===== config.mk =====
export PLATFORM = sky130hd
export DESIGN_NAME = fetch_queue_flat
export DESIGN_NICKNAME = d
export VERILOG_FILES = /design/src/rtl/fetch_queue_if.sv /design/src/rtl/fetch_queue.sv /design/src/flat_wrapper.sv
export SDC_FILE = /design/constraint.sdc
export NUM_CORES = 1
export LEC_CHECK = 0
export CAP_MARGIN = 20
export CORE_UTILIZATION = 38
export CTS_BUF_LIST = sky130_fd_sc_hd__clkbuf_4 sky130_fd_sc_hd__clkbuf_8 sky130_fd_sc_hd__clkbuf_16
export DETAILED_ROUTE_END_ITERATION = 12
export GPL_ROUTABILITY_DRIVEN = 0
export PLACE_DENSITY = 0.65
export SLEW_MARGIN = 20
export SYNTH_ARGS = -nofsm -noshare
export SYNTH_HDL_FRONTEND = slang
export SYNTH_SLANG_ARGS = --single-unit

===== constraint.sdc =====
create_clock -name clk -period 14.9 [get_ports clk]
set_clock_uncertainty 0.05 [all_clocks]
set_input_delay 2.98 -clock clk [delete_from_list [all_inputs] [get_ports clk]]
set_output_delay 2.98 -clock clk [all_outputs]
set_load 0.1 [all_outputs]

===== src/rtl/fetch_queue_if.sv =====
`default_nettype none
// ---------------------------------------------------------------------------
// fetch_queue_if
// Bundles the fetch stage's PC, instruction-memory and decode-side signals.
// master: the fetch stage itself; slave: PC register, I-MEM and decode.
// Revision: 1.0
// ---------------------------------------------------------------------------
interface fetch_queue_if #(
  parameter int PC_W   = 8,
  parameter int DATA_W = 32
);
  logic              fetch_en;
  logic [PC_W-1:0]   pc_in;
  logic [PC_W-1:0]   pc_next;
  logic              redirect;
  logic [PC_W-1:0]   redirect_pc;
  logic [4:0]        imem_addr;
  logic [DATA_W-1:0] imem_rdata;
  logic              out_valid;
  logic              out_ready;
  logic [DATA_W-1:0] out_instr;
  logic [PC_W-1:0]   out_pc;

  modport master (
    input  fetch_en, pc_in, redirect, redirect_pc, imem_rdata, out_ready,
    output pc_next, imem_addr, out_valid, out_instr, out_pc
  );

  modport slave (
    output fetch_en, pc_in, redirect, redirect_pc, imem_rdata, out_ready,
    input  pc_next, imem_addr, out_valid, out_instr, out_pc
  );
endinterface
`default_nettype wire


===== src/rtl/fetch_queue.sv =====
`default_nettype none
// ---------------------------------------------------------------------------
// fetch_queue
// Instruction-fetch stage: computes next PC, addresses the synchronous I-MEM,
// and buffers PC-tagged instructions in a small FIFO drained by decode.
// A redirect flushes the FIFO and drops any fetch still in flight.
// Revision: 1.0
// ---------------------------------------------------------------------------
module fetch_queue #(
  parameter int PC_W   = 8,
  parameter int DATA_W = 32,
  parameter int DEPTH  = 4
) (
  input  logic          clk,
  input  logic          reset,
  fetch_queue_if.master bus
);

  localparam int AW = $clog2(DEPTH);
  localparam int CW = AW + 1;

  logic [CW-1:0]     count_q, count_d;
  logic [AW-1:0]     wptr_q, wptr_d;
  logic [AW-1:0]     rptr_q, rptr_d;
  logic              inflight_q, inflight_d;
  logic [PC_W-1:0]   tag_pc_q, tag_pc_d;
  logic [DATA_W-1:0] instr_mem_q [DEPTH];
  logic [PC_W-1:0]   pc_mem_q    [DEPTH];

  logic              issue;
  logic              push;
  logic              pop;
  logic [CW:0]       credits_used;

  // Issue/push/pop decisions, next PC and next-state values.
  // Credits count both buffered and in-flight entries, so the FIFO can
  // never overflow; a same-cycle pop deliberately frees no credit.
  always_comb begin
    credits_used = {1'b0, count_q} + {{CW{1'b0}}, inflight_q};
    issue        = bus.fetch_en & ~bus.redirect & (credits_used < (CW+1)'(DEPTH));
    push         = inflight_q & ~bus.redirect;
    pop          = (count_q != '0) & bus.out_ready & ~bus.redirect;

    bus.imem_addr = bus.pc_in[6:2];

    if (reset) begin
      bus.pc_next = '0;
    end else if (bus.redirect) begin
      bus.pc_next = {bus.redirect_pc[PC_W-1:2], 2'b00};
    end else if (issue) begin
      bus.pc_next = bus.pc_in + PC_W'(4);
    end else begin
      bus.pc_next = bus.pc_in;
    end

    count_d    = count_q;
    wptr_d     = wptr_q;
    rptr_d     = rptr_q;
    inflight_d = issue;
    tag_pc_d   = issue ? bus.pc_in : tag_pc_q;

    if (bus.redirect) begin
      count_d = '0;
      wptr_d  = '0;
      rptr_d  = '0;
    end else begin
      if (push) wptr_d = wptr_q + AW'(1);
      if (pop)  rptr_d = rptr_q + AW'(1);
      if (push && !pop) begin
        count_d = count_q + CW'(1);
      end else if (pop && !push) begin
        count_d = count_q - CW'(1);
      end
    end
  end

  // FIFO state, storage and in-flight tracking; async clear on reset.
  always_ff @(posedge clk or posedge reset) begin
    if (reset) begin
      count_q    <= '0;
      wptr_q     <= '0;
      rptr_q     <= '0;
      inflight_q <= 1'b0;
      tag_pc_q   <= '0;
      for (int i = 0; i < DEPTH; i++) begin
        instr_mem_q[i] <= '0;
        pc_mem_q[i]    <= '0;
      end
    end else begin
      count_q    <= count_d;
      wptr_q     <= wptr_d;
      rptr_q     <= rptr_d;
      inflight_q <= inflight_d;
      tag_pc_q   <= tag_pc_d;
      if (push) begin
        instr_mem_q[wptr_q] <= bus.imem_rdata;
        pc_mem_q[wptr_q]    <= tag_pc_q;
      end
    end
  end

  // Head entry comes straight from the storage registers, so it is stable
  // while decode stalls and reads as zero after reset.
  always_comb begin
    bus.out_valid = (count_q != '0);
    bus.out_instr = instr_mem_q[rptr_q];
    bus.out_pc    = pc_mem_q[rptr_q];
  end

endmodule
`default_nettype wire

===== src/flat_wrapper.sv =====
// flat-port wrapper written by rule: the top's interface ports become plain ports
module fetch_queue_flat 
#(
  parameter int PC_W   = 8,
  parameter int DATA_W = 32,
  parameter int DEPTH  = 4
)
  (clk, reset, bus_fetch_en, bus_pc_in, bus_redirect, bus_redirect_pc, bus_imem_rdata, bus_out_ready, bus_pc_next, bus_imem_addr, bus_out_valid, bus_out_instr, bus_out_pc);
  fetch_queue_if #(.PC_W(PC_W), .DATA_W(DATA_W)) bus_i ();
  input  logic clk;
  input  logic reset;
  input wire logic [$bits(bus_i.fetch_en)-1:0] bus_fetch_en;
  input wire logic [$bits(bus_i.pc_in)-1:0] bus_pc_in;
  input wire logic [$bits(bus_i.redirect)-1:0] bus_redirect;
  input wire logic [$bits(bus_i.redirect_pc)-1:0] bus_redirect_pc;
  input wire logic [$bits(bus_i.imem_rdata)-1:0] bus_imem_rdata;
  input wire logic [$bits(bus_i.out_ready)-1:0] bus_out_ready;
  output wire logic [$bits(bus_i.pc_next)-1:0] bus_pc_next;
  output wire logic [$bits(bus_i.imem_addr)-1:0] bus_imem_addr;
  output wire logic [$bits(bus_i.out_valid)-1:0] bus_out_valid;
  output wire logic [$bits(bus_i.out_instr)-1:0] bus_out_instr;
  output wire logic [$bits(bus_i.out_pc)-1:0] bus_out_pc;
  assign bus_i.fetch_en = bus_fetch_en;
  assign bus_i.pc_in = bus_pc_in;
  assign bus_i.redirect = bus_redirect;
  assign bus_i.redirect_pc = bus_redirect_pc;
  assign bus_i.imem_rdata = bus_imem_rdata;
  assign bus_i.out_ready = bus_out_ready;
  assign bus_pc_next = bus_i.pc_next;
  assign bus_imem_addr = bus_i.imem_addr;
  assign bus_out_valid = bus_i.out_valid;
  assign bus_out_instr = bus_i.out_instr;
  assign bus_out_pc = bus_i.out_pc;
  fetch_queue #(.PC_W(PC_W), .DATA_W(DATA_W), .DEPTH(DEPTH)) u_core (.clk(clk), .reset(reset), .bus(bus_i));
endmodule

==> reports/qor.csv, run 1 <==
stage;metric;value;unit
status;status;completed;
floorplan;Die Footprint;21460;µm²
clock_tree;Clock transition at path regs;0.06;ns
clock_tree;Post-CTS Setup Inserts;0;
critical_path;WP data required;11.87;ns
floorplan;Starting Density;38.95;%
timing;final hold vios;0;
yosys;Synth Register Bits;176;
grt;GR Util met1;20.36;%
timing;crit path time final;8.814;ns
grt;gr usage total;16.33;%
critical_path;reg2reg path depth;6;
clock_tree;Clk Tree Root Cell;clkbuf_16;
clock_tree;CTS Buf Count;17;
critical_path;CP Launch Type;primary input;
hold_path;class of the tightest hold or removal check;flip-flop to flip-flop;
final_layout;n_diodes;0;
detailed_routing;routed vias;4487;
critical_path;flop2flop setup slack;12.54;ns
yosys;register area share after synthesis;55.52;%
detailed_routing;Initial DRT Pass Iterations;4;
final_layout;layout cell share with drive strength beyond 1;42.03;%
clock_tree;Clock Latency Late Sink;0.42;ns
clock_tree;H-tree level count;4;
timing;Worst-Margin Slew;1.023;ns
detailed_routing;DR vias/cell;5.146;
yosys;Post-synth ARST share;100.0;%
yosys;Yosys top cell area share;55.52;%
yosys;Post-synth top flop;dfrtp_1;
grt;first-pass GRT wire length;26860;µm
yosys;synthesized cell area;7933;µm²
final_layout;FF/Latch Area;4409;µm²
detailed_routing;First DRT Iteration DRCs;181;
hold_path;worst hold endpoint;u_core.instr_mem_q[58];
floorplan;Core Box Area;20360;µm²
yosys;Yosys cell types;35;
grt;GR Util met2;28.00;%
timing;Post-Route Setup TNS;0;ns
detailed_routing;wire per inst;18.66;µm
yosys;Synth Instances;496;
grt;largest net degree at the start of global routing;104;
critical_path;reg2reg end;u_core.count_q[1];
yosys;top cells by area, synth;dfrtp_1 56%, mux2_2 24%, mux4_2 11%;
floorplan;Die Wd;146.5;µm
final_layout;area of the multi-input gates;3299;µm²
detailed_routing;final WL;16280;µm
final_layout;Area Overhead vs Synth;23.19;%
grt;vias in the first global route;5082;
timing;Final Setup Violations;0;
critical_path;kind of end point of the critical path;output pin;
floorplan;I/O pins;107;
hold_path;Min-Delay Startpoint;u_core.instr_mem_q[58];
yosys;most numerous cell in the Yosys netlist;dfrtp_1;
critical_path;crit-path max FO;103;
critical_path;worst reg2reg path startpoint;u_core.count_q[0];
placement;I/O Buffers;104;
clock_tree;Longest Clk Path Bufs;2;
timing;Peak Freq;113.5;MHz
detailed_routing;Final ANT Viol Nets;0;
yosys;dominant cell type by area after synthesis;dfrtp_1;
yosys;Synth Net Count;555;
clock_tree;CTS resizes;0;
clock_tree;Hold Buf Count CTS;0;
critical_path;CP Class;primary input to output pin;
grt;initial antenna violation count;0;
hold_path;Hold Path Cell Cnt;1;
placement;Post-DP HPWL;10210;µm
floorplan;height of the die;146.5;µm
clock_tree;CTS tree;done;
final_layout;Fill cells;1732;
yosys;Yosys warnings;0;
grt;gr busiest metal;met2;
run;max_cap viols;0;
yosys;EDFF count, synth;0;
timing;max_slew headroom;31.61;%
yosys;syn avg cell area;15.99;µm²
yosys;top post-synthesis cells by count;176 x dfrtp_1, 167 x mux2_2, 40 x mux4_2;
detailed_routing;Residual DRC;0;
timing;Slew Viols, Final;0;
final_layout;fin nets;649;
grt;met3 Resource Use GR;3.688;%
timing;Final period util;59.16;%
floorplan;FP Rows;52;
grt;global route overflow;0;
timing;RSZ-0062 raised after global routing;false;
critical_path;critical path data arrival time;5.78;ns
clock_tree;Clock Sinks;176;
worst max path at each step:
stage,startpoint,end,depth (start not counted)
2_1_floorplan,reset,bus_pc_next[7],3
3_3_place_gp,reset,bus_pc_next[7],5
3_5_place_dp,reset,bus_pc_next[7],5
4_1_cts,reset,bus_pc_next[7],5
5_1_grt,reset,bus_pc_next[7],5
6_report,reset,bus_pc_next[7],5
per-layer routing:
metal,up-vias,share of wire (%),routed length (µm)
met5,-,0,0
met4,0,1.5,251
met3,23,2.9,464
met2,98,52,8399
met1,2358,44,7159
li1,2008,-,-
state kept, by name, summed over array words and instances, names as in the netlist:
| register | cells |
|---|---|
| u_core.instr_mem_q | 128 |
| u_core.count_q | 3 |
| u_core.rptr_q | 2 |
| u_core.pc_mem_q | 32 |
| u_core.wptr_q | 2 |
| u_core.tag_pc_q | 8 |
| u_core.inflight_q | 1 |
critical path, stage by stage:
cell and delay (ns):
clkdlybuf4s50_1 0.56, inv_6 0.69, o21ai_0 0.19, a21oi_1 0.19, clkdlybuf4s50_1 1.15
cell families after synthesis:
kind of cell | Yosys count | synth area share [%]
fa+ha+maj | 6 | 1.041
simple gates | 39 | 2.634
buf+inv | 41 | 3.013
flops | 176 | 55.52
mux | 210 | 35.46
xor+xnor | 11 | 1.215
compound gates | 13 | 1.120
metrics by stage:
step	utilization, %	cell area [µm²]	std cells	setup slack (ns)	hold slack (ns)
after floorplan	-	7933	496	3.154	0.4238
after global placement	44.98	9160	841	6.021	0.4309
after detailed placement	44.98	9160	841	6.042	0.4376
after CTS	47.98	9772	872	6.020	0.4526
after global routing	47.98	9772	872	5.780	0.4622
final	47.98	9772	872	6.086	0.4488
final cells by class:
cell class | count | share of cell area, %
clock buffers | 22 | 4.930
well taps | 270 | 3.457
clock inverters | 9 | 1.332
flip-flops and latches | 176 | 45.12
repair buffers | 110 | 11.11
multi-input cells | 279 | 33.76
inverters | 6 | 0.2817
layout by cell type (no fill, tap or decap), types with 2 or more instances in the layout:
master / n
buf_4: 6
a211oi_1: 4
dfrtp_1: 174
xor2_1: 2
inv_6: 3
and3_1: 3
o31ai_1: 2
clkbuf_8: 3
mux4_2: 40
nand3_1: 2
clkinv_2: 3
clkbuf_4: 2
xnor2_1: 9
bufinv_16: 3
inv_1: 5
mux2i_1: 2
mux2_2: 167
nor2_1: 14
nand2_1: 3
nand2_2: 4
ha_1: 5
clkbuf_16: 17
nor3_1: 2
clkdlybuf4s50_1: 104
nand2b_1: 3
o21ai_0: 4
Power of run 1 is left out: the tool's default activity adds up to more than one toggle a clock period on the data nets, which glitch-free logic cannot reach.
==> inputs of run 2 (changes only) <==
PLACE_DENSITY = 0.67   (was 0.65)
clock period = 7.37 ns   (was 14.9 ns; I/O delays follow)
==> run 2 against run 1 <==
Effect of this change:
- final area down 0.15%
- critical path depth rose by 1
- non-clock buffer count stayed put
- core utilization fell by 0.074 points
- routed wire length barely moved
- global-route usage rose by 0.32 points
- count of clock-buffer cells in the layout did not move
- sequential cell count unchanged
- critical path type unchanged
==> reports/qor.csv, run 2 (same netlist as run 1, synthesis figures left out) <==
stage;metric;value;unit;change
status;status;completed;;
timing;final hold vios;0;;unchanged
clock_tree;CTS tree;done;;
final_layout;max reg flops;128;;unchanged
clock_tree;Clock Sinks;176;;unchanged
clock_tree;Post-CTS Setup Inserts;0;;unchanged
detailed_routing;Final ANT Viol Nets;0;;unchanged
final_layout;fin nets;649;;unchanged
detailed_routing;Initial DRT Pass Iterations;4;;unchanged
critical_path;flop2flop setup slack;4.93;ns;-7.61 ns
floorplan;Die Footprint;21460;µm²;unchanged
critical_path;Buf/Inv on CP;2;;-1
critical_path;crit-path max cell delay;1.18;ns;+0.03 ns
timing;Peak Freq;177.6;MHz;
clock_tree;Hold Buf Count CTS;0;;unchanged
run;max_cap viols;0;;unchanged
critical_path;kind of end point of the critical path;output pin;;
critical_path;Slowest-stage cell, CP;clkdlybuf4s50_1;;
detailed_routing;DR vias/cell;5.185;;+0.77%
final_layout;Largest regs;u_core.instr_mem_q (128), u_core.pc_mem_q (32), u_core.tag_pc_q (8);;
detailed_routing;routed vias;4506;;+0.42%
final_layout;n_diodes;0;;unchanged
timing;Slew Viols, Final;0;;unchanged
timing;Final period util;76.41;%;
hold_path;Min-Delay Startpoint;u_core.instr_mem_q[108];;
floorplan;Die Wd;146.5;µm;unchanged
floorplan;FP Rows;52;;unchanged
floorplan;Core Box Area;20360;µm²;unchanged
detailed_routing;First DRT Iteration DRCs;192;;+6.1%
timing;max_slew headroom;32.69;%;+1.1 points
clock_tree;Clock transition at path regs;0.06;ns;about the same
floorplan;Starting Density;38.95;%;unchanged
clock_tree;Longest Clk Path Bufs;2;;unchanged
critical_path;CP Class;primary input to output pin;;
critical_path;worst reg2reg path startpoint;u_core.count_q[0];;
critical_path;Cell Chain, Critical Path;clkdlybuf4s50_1 > ha_1 > nor3b_1 > xnor2_1 > a211oi_1 > clkdlybuf4s50_1;;
grt;first-pass GRT wire length;27540;µm;+2.5%
final_layout;Area Overhead vs Synth;23.00;%;
timing;Worst-Margin Slew;1.006;ns;-0.01619 ns
detailed_routing;wire per inst;18.73;µm;+0.35%
floorplan;I/O pins;107;;unchanged
detailed_routing;final WL;16280;µm;about the same
critical_path;family with the most delay on the worst path;buffers and inverters;;
timing;RSZ-0062 raised after global routing;false;;
timing;Post-Route Setup TNS;0;ns;unchanged
critical_path;critical path data arrival time;4.11;ns;-1.67 ns
timing;crit path time final;5.631;ns;
placement;Post-DP HPWL;10030;µm;-1.7%
final_layout;layout cell share with drive strength beyond 1;41.74;%;-0.29 points
critical_path;WP data required;5.85;ns;-6.02 ns
critical_path;crit-path max FO;5;;-95%
final_layout;highest-count cells in the layout ignoring fill and taps;174 x dfrtp_1, 167 x mux2_2, 104 x clkdlybuf4s50_1;;
floorplan;height of the die;146.5;µm;unchanged
placement;I/O Buffers;104;;unchanged
grt;largest net degree at the start of global routing;177;;+70%
final_layout;Biggest register;u_core.instr_mem_q;;
clock_tree;CTS Buf Count;17;;unchanged
critical_path;CP Launch Point;bus_pc_in[2];;
final_layout;Fill cells;1719;;-0.75%
clock_tree;H-tree level count;4;;unchanged
critical_path;cell mode on critical path;clkdlybuf4s50_1;;
grt;gr usage total;16.66;%;+0.32 points
clock_tree;Clk Tree Root Cell;clkbuf_16;;
clock_tree;Clock Latency Late Sink;0.42;ns;about the same
grt;initial antenna violation count;0;;unchanged
clock_tree;CTS resizes;0;;unchanged
grt;vias in the first global route;5198;;+2.3%
timing;Final Setup Violations;0;;unchanged
final_layout;most common cell after layout, fill and taps aside;dfrtp_1;;
detailed_routing;Residual DRC;0;;unchanged
critical_path;CP Launch Type;primary input;;
hold_path;class of the tightest hold or removal check;flip-flop to flip-flop;;
grt;global route overflow;0;;unchanged
[run 2: cell types whose count changed in the layout (fill, tap and decap cells not counted)]
cell        change
clkinv_2        -2
buf_12          +1
inv_6           -3
clkinvlp_4      +2
buf_4           -1
clkbuf_4        +1
clkbuf_8        -1
[run 2: per-stage QoR]
step / worst slack [ns] / cell area (µm²) / hold slack, ns / std cells / util, %
6_report: 1.739 / 9757 / 0.4494 / 869 / 47.91
5_1_grt: 1.617 / 9757 / 0.4593 / 869 / 47.91
4_1_cts: 1.722 / 9757 / 0.4510 / 869 / 47.91
3_5_place_dp: 1.770 / 9171 / 0.4370 / 841 / 45.04
3_3_place_gp: 1.767 / 9171 / 0.4316 / 841 / 45.04
2_1_floorplan: 0.6945 / 7936 / 0.4238 / 496 / -
[run 2: cell type report]
cell class	count	area [µm²]	share of cell area, %
Clock buffer	22	475.5	4.873
Timing Repair Buffer	110	1099	11.26
Sequential cell	176	4409	45.19
Tap cell	270	337.8	3.462
Multi-Input combinational cell	279	3299	33.82
Clock inverter	6	110.1	1.128
Inverter	6	26.28	0.2693
[run 2: worst reg2reg max path, stage by stage, from the launching register on]
cell,delay (ns)
dfrtp_1,0.46
o31ai_1,0.59
and2_1,0.24
fa_1,0.46
o31ai_1,0.32
a222oi_1,0.14
nor2_1,0.11
[run 2: worst paths after layout]
check	to	depth (start not counted)
max	bus_pc_next[4]	6
min	u_core.instr_mem_q[108]	1
max reg2reg	u_core.count_q[1]	6
min reg2reg	u_core.instr_mem_q[108]	1
max in group asynchronous	u_core.instr_mem_q[118]	3
min in group asynchronous	u_core.pc_mem_q[19]	3
[run 2: metal layers]
metal  wire length (µm)  vias to the layer above  track usage (%)
li1                   -                     2010                -
met1               7364                     2394            21.82
met2               8240                       88            27.69
met3                522                       14            3.438
met4                148                        0            5.365
met5                  0                        -                0
Power of run 2 is left out for the same reason.
==> RTL edit 1 (settings of run 2) <==
`DEPTH` is set to 4 in 2 places; all go to 8.
--- a/src/rtl/fetch_queue.sv
+++ b/src/rtl/fetch_queue.sv
@@ -9,7 +9,7 @@
 module fetch_queue #(
   parameter int PC_W   = 8,
   parameter int DATA_W = 32,
-  parameter int DEPTH  = 4
+  parameter int DEPTH  = 8
 ) (
   input  logic          clk,
   input  logic          reset,
--- a/src/flat_wrapper.sv
+++ b/src/flat_wrapper.sv
@@ -3,7 +3,7 @@
 #(
   parameter int PC_W   = 8,
   parameter int DATA_W = 32,
-  parameter int DEPTH  = 4
+  parameter int DEPTH  = 8
 )
   (clk, reset, bus_fetch_en, bus_pc_in, bus_redirect, bus_redirect_pc, bus_imem_rdata, bus_out_ready, bus_pc_next, bus_imem_addr, bus_out_valid, bus_out_instr, bus_out_pc);
   fetch_queue_if #(.PC_W(PC_W), .DATA_W(DATA_W)) bus_i ();
Formal check against the unedited RTL: not equivalent (a bounded check fails within 10 cycles, from zero or initial values and one cycle with reset high).
==> RTL edit 1 against run 2 <==
  * Worst hold slack got worse by 0.019 ns
  * Cell count increased by 83%
  * Setup slack got worse by 0.14 ns
  * Wire length increased by 98%
  * Synthesized area increased by 95%
  * Maximum frequency decreased by 2.4%
  * Final area increased by 87%
  * Synthesized cell count increased by 90%
  * Via count increased by 86%
  * Sequential cell count increased by 163
  * Largest cell class unchanged
==> RTL edit 1: results (changes against run 2) <==
layout:
  nets: 1099  # +69%
  nFillCells: 3479  # +100%
  drive_above_1_share_pct: 49.67  # +7.9 points
  largestRegisters: "u_core.instr_mem_q (256), u_core.pc_mem_q (64), u_core.tag_pc_q (8)"
clock_tree:
  clk_pin_slew_ns: 0.05
  cts_resized: 0  # unchanged
  cts_buffer_depth: 3  # +1
  clk-insertion-delay-late_ns: 0.51  # +0.09 ns
  numCtsBuffers: 37  # +20
  cts_root_buf: "clkbuf_16"
  htreeDepth: 2  # -2
critical_path:
  rr_startpoint: "u_core.inflight_q"
  crit_fanout: 16  # +11
  arrival_ns: 4.25  # +0.14 ns
  r2r_end: "u_core.instr_mem_q[80]"
  r2r_cells: 5  # -1
  crit_slowest_cell: "clkdlybuf4s50_1"
  r2r_setup_slack_ns: 4.50  # -0.43 ns
synthesis:
  synth_area_leaders: "dfrtp_1 (55%), mux2_2 (25%), mux4_2 (12%)"
  synth_enable_flop_cells: 0  # unchanged
  ys_types: 39  # +11%
  yosysSeqAreaShare_pct: 54.82  # -0.70 points
  async_flop_share_pct: 100.0  # unchanged
  synth_ff_type: "dfrtp_1"
  synth_common_cells: "mux2_2 (347), dfrtp_1 (339), mux4_2 (80)"
  synth_nets: 1003  # +81%
  synth_most_common_cell: "mux2_2"
placed_design:
  hpwl_um: 18610  # +86%
  io_buffers: 104  # unchanged
  pre_cts_slack_ns: 1.562  # -0.2081 ns
  placed_area_sq_um: 16970  # +85%
route:
  finalWirelength_um: 32180  # +98%
  first_pass_iters: 4  # unchanged
  drtIter0Drc: 376  # +96%
  vias: 8391  # +86%
hold_path:
  holdPathEnd: "u_core.pc_mem_q[39]"
  min_path_cells: 1  # unchanged
  min_from: "u_core.pc_mem_q[39]"
  hp-class: "reg2reg"
global_route:
  grt_start_max_net_pins: 197  # +11%
  grt_util_all_layers_pct: 16.04  # -0.62 points
  antenna_found_initial: 1  # +1
  grt_pass1_vias: 8988  # +73%
  grt_pass1_wl_um: 51760  # +88%
run:
  maxCapViolCount: 0  # unchanged
outcome:
  status: "complete, no violations"
power_and_ir_drop:
  ir_drop_mv: 0.2525
  leakage_uw: 0.008311
sta:
  max-slew-margin-rel_pct: 30.35  # -2.3 points
-- RTL edit 1: changes by cell type after synthesis, sizes merged, moves of 6 or more --
cell	delta
buf	+23
clkbuf	+6
dfrtp	+163
mux2	+200
mux4	+40
-- RTL edit 1: area by class of cell --
type / instances / share of cell area (%)
timing repair buffer: 121 / 6.652
clock inverter: 3 / 0.2398
antenna: 1 / 0.01370
tap: 525 / 3.597
sequential: 339 / 46.50
multi-input combinational: 534 / 36.20
inverter: 7 / 0.1644
clock buffer: 63 / 6.638
-- RTL edit 1: routing by layer --
layer / routed length [um] / part of all wire, % / GRT usage, % / up-vias
met5: 0 / 0 / 0 / -
met1: 15110 / 47 / 22.88 / 4497
met4: 412 / 1.3 / 3.437 / 0
met2: 15360 / 48 / 25.60 / 136
li1: - / - / - / 3725
met3: 1308 / 4.1 / 2.828 / 33
-- RTL edit 1: power by group --
group / leakage [uW] / switching (uW) / internal (uW)
registers: 0.00456 / 275 / 2160
logic: 0.00311 / 1740 / 970
clock network: 0.000637 / 709 / 1150
total: 0.00831 / 2720 / 4290
-- RTL edit 1: worst max path at each step --
| stage | start | endpoint | slack, ns |
|---|---|---|---|
| floorplan | reset | bus_pc_next[0] | -1.91 |
| global placement | bus_redirect | bus_pc_next[7] | 1.57 |
| detailed placement | bus_redirect | bus_pc_next[3] | 1.56 |
| CTS | bus_redirect | bus_pc_next[3] | 1.57 |
| global route | bus_redirect | bus_pc_next[3] | 1.46 |
| finish | bus_redirect | bus_pc_next[7] | 1.60 |
-- RTL edit 1: per-stage QoR --
stage                     util, %  hold WS, ns  instances
after floorplan                 -       0.4024        944
after global placement      42.53       0.4121       1525
after detailed placement    42.53       0.4230       1525
after CTS                   45.67       0.4357       1591
after global routing        45.75       0.4484       1592
final                       45.76       0.4306       1593
-- RTL edit 1: cell families after synthesis --
kind of cell,Yosys count,share of synthesized area [%]
xor+xnor,11,0.7439
flops,339,54.82
compound gates,12,0.6469
mux,450,38.55
buf+inv,71,2.628
simple gates,55,2.078
fa+ha+maj,6,0.5336
-- RTL edit 1: critical path: cells and delay by family --
family                    cells  cell delay, ns
buffers and inverters         3            1.76
xor gates and xnor gates      1            0.18
and+or+nand+nor               2            0.60
AOI/OAI and AO/OA             1            0.23
==> RTL edit 2 (settings of run 2) <==
Made on the original files. Reset style: synchronous (`reset`), changed in one clocked block. Comments in the files are not updated.
--- a/src/rtl/fetch_queue.sv
+++ b/src/rtl/fetch_queue.sv
@@ -75,7 +75,7 @@
   end
 
   // FIFO state, storage and in-flight tracking; async clear on reset.
-  always_ff @(posedge clk or posedge reset) begin
+  always_ff @(posedge clk) begin
     if (reset) begin
       count_q    <= '0;
       wptr_q     <= '0;
Formal check against the unedited RTL: differs if reset is asserted again (counterexample within 4 cycles, from zero or initial values and one cycle with reset high); with reset held inactive, the same outputs for 4 cycles.
==> RTL edit 2 against run 2 <==
  * Final area fell by 0.19%
  * Sequential cell count rose by 2
  * Setup slack got worse by 0.41 ns
  * Wire length rose by 0.55%
  * Non-clock buffer count rose by 1
  * Synthesized area rose by 0.27%
  * Utilization fell by 0.092 points
  * First-iteration DRC count rose by 25%
  * Critical endpoint unchanged
  * Largest cell class unchanged
  * Highest routed layer unchanged
==> RTL edit 2: results (changes against run 2) <==
sta:
  hold_ws_ns: 0.4485  # -0.0009480 ns
  worst_pin_slew_ns: 1.104  # +0.09775 ns
layout:
  drive_above_1_share_pct: 14.61  # -27 points
  nets: 666  # +2.6%
synthesis:
  syn_area_per_cell_sq_um: 15.21  # -4.9%
  yosysSeqAreaShare_pct: 64.94  # +9.4 points
  synth_nets: 579  # +4.3%
  synth_ff_type: "edfxtp_1"
  async_flop_share_pct: 0  # -100 points
  ys_types: 41  # +17%
  synth_area_leaders: "edfxtp_1 (60%), mux4_2 (11%), and2_1 (9.4%)"
  synth_enable_flop_cells: 160  # +160
  synth_common_cells: "edfxtp_1 (160), and2_1 (120), and3_1 (42)"
placed_design:
  hpwl_um: 9321  # -7.1%
  dpl.cell_count: 861  # +2.4%
route:
  viasPerCell: 5.049  # -2.6%
  drtIter0Drc: 240  # +25%
hold_path:
  min_path_cells: 2  # +1
  holdPathEnd: "u_core.tag_pc_q[4]"
critical_path:
  rr_startpoint: "u_core.wptr_q[0]"
  arrival_ns: 4.52  # +0.41 ns
global_route:
  antenna_found_initial: 1  # +1
  grt_pass1_wl_um: 25960  # -5.7%
  grt_start_max_net_pins: 66  # -63%
outcome:
  status: "complete, no violations"
-- RTL edit 2: cell types whose count changed in the layout (fill, tap and decap cells not counted), moves of 8 or more --
cell | before | now
and2_1 | 1 | 120
and3_1 | 3 | 42
dfrtp_1 | 174 | 0
dfxtp_1 | 0 | 16
edfxtp_1 | 0 | 160
mux2_2 | 167 | 0
nand2_1 | 3 | 11
nor2_1 | 14 | 22
-- RTL edit 2: area by class of cell --
class                   instances  area (sq um)
inverters                       8         30.03
diodes                          1         2.502
fillers                      1754         10630
clock buffers                  21         455.4
flip-flops and latches        178          5172
well taps                     270         337.8
repair buffers                111          1094
multi-input cells             294          2556
clock inverters                11         90.09
-- RTL edit 2: power by group through the flow --
stage / combinational (uW) / clock, uW / sequential [uW]
floorplan: 184 / 0 / 1160
global placement: 262 / 0 / 1170
detailed placement: 264 / 0 / 1170
CTS: 265 / 843 / 1150
global route: 274 / 881 / 1150
finish: 262 / 825 / 1150
-- RTL edit 2: kinds of logic after synthesis --
group	count (synthesis)	synth area share, %
buf+inv	51	3.382
fa+ha+maj	3	0.5663
mux	45	11.96
flops	178	64.94
compound gates	18	1.699
simple gates	221	16.69
xor+xnor	7	0.7708
-- RTL edit 2: critical path, delay by kind of cell --
kind | cells | cell delay [ns]
compound gates | 1 | 0.31
simple gates | 3 | 0.84
buf+inv | 2 | 1.90
-- RTL edit 2: metal layers --
metal / track usage [%] / routed length [um]
met2: 27.91 / 8478
met3: 4.250 / 991
met4: 4.688 / 109
met5: 0 / 0
met1: 19.60 / 6786
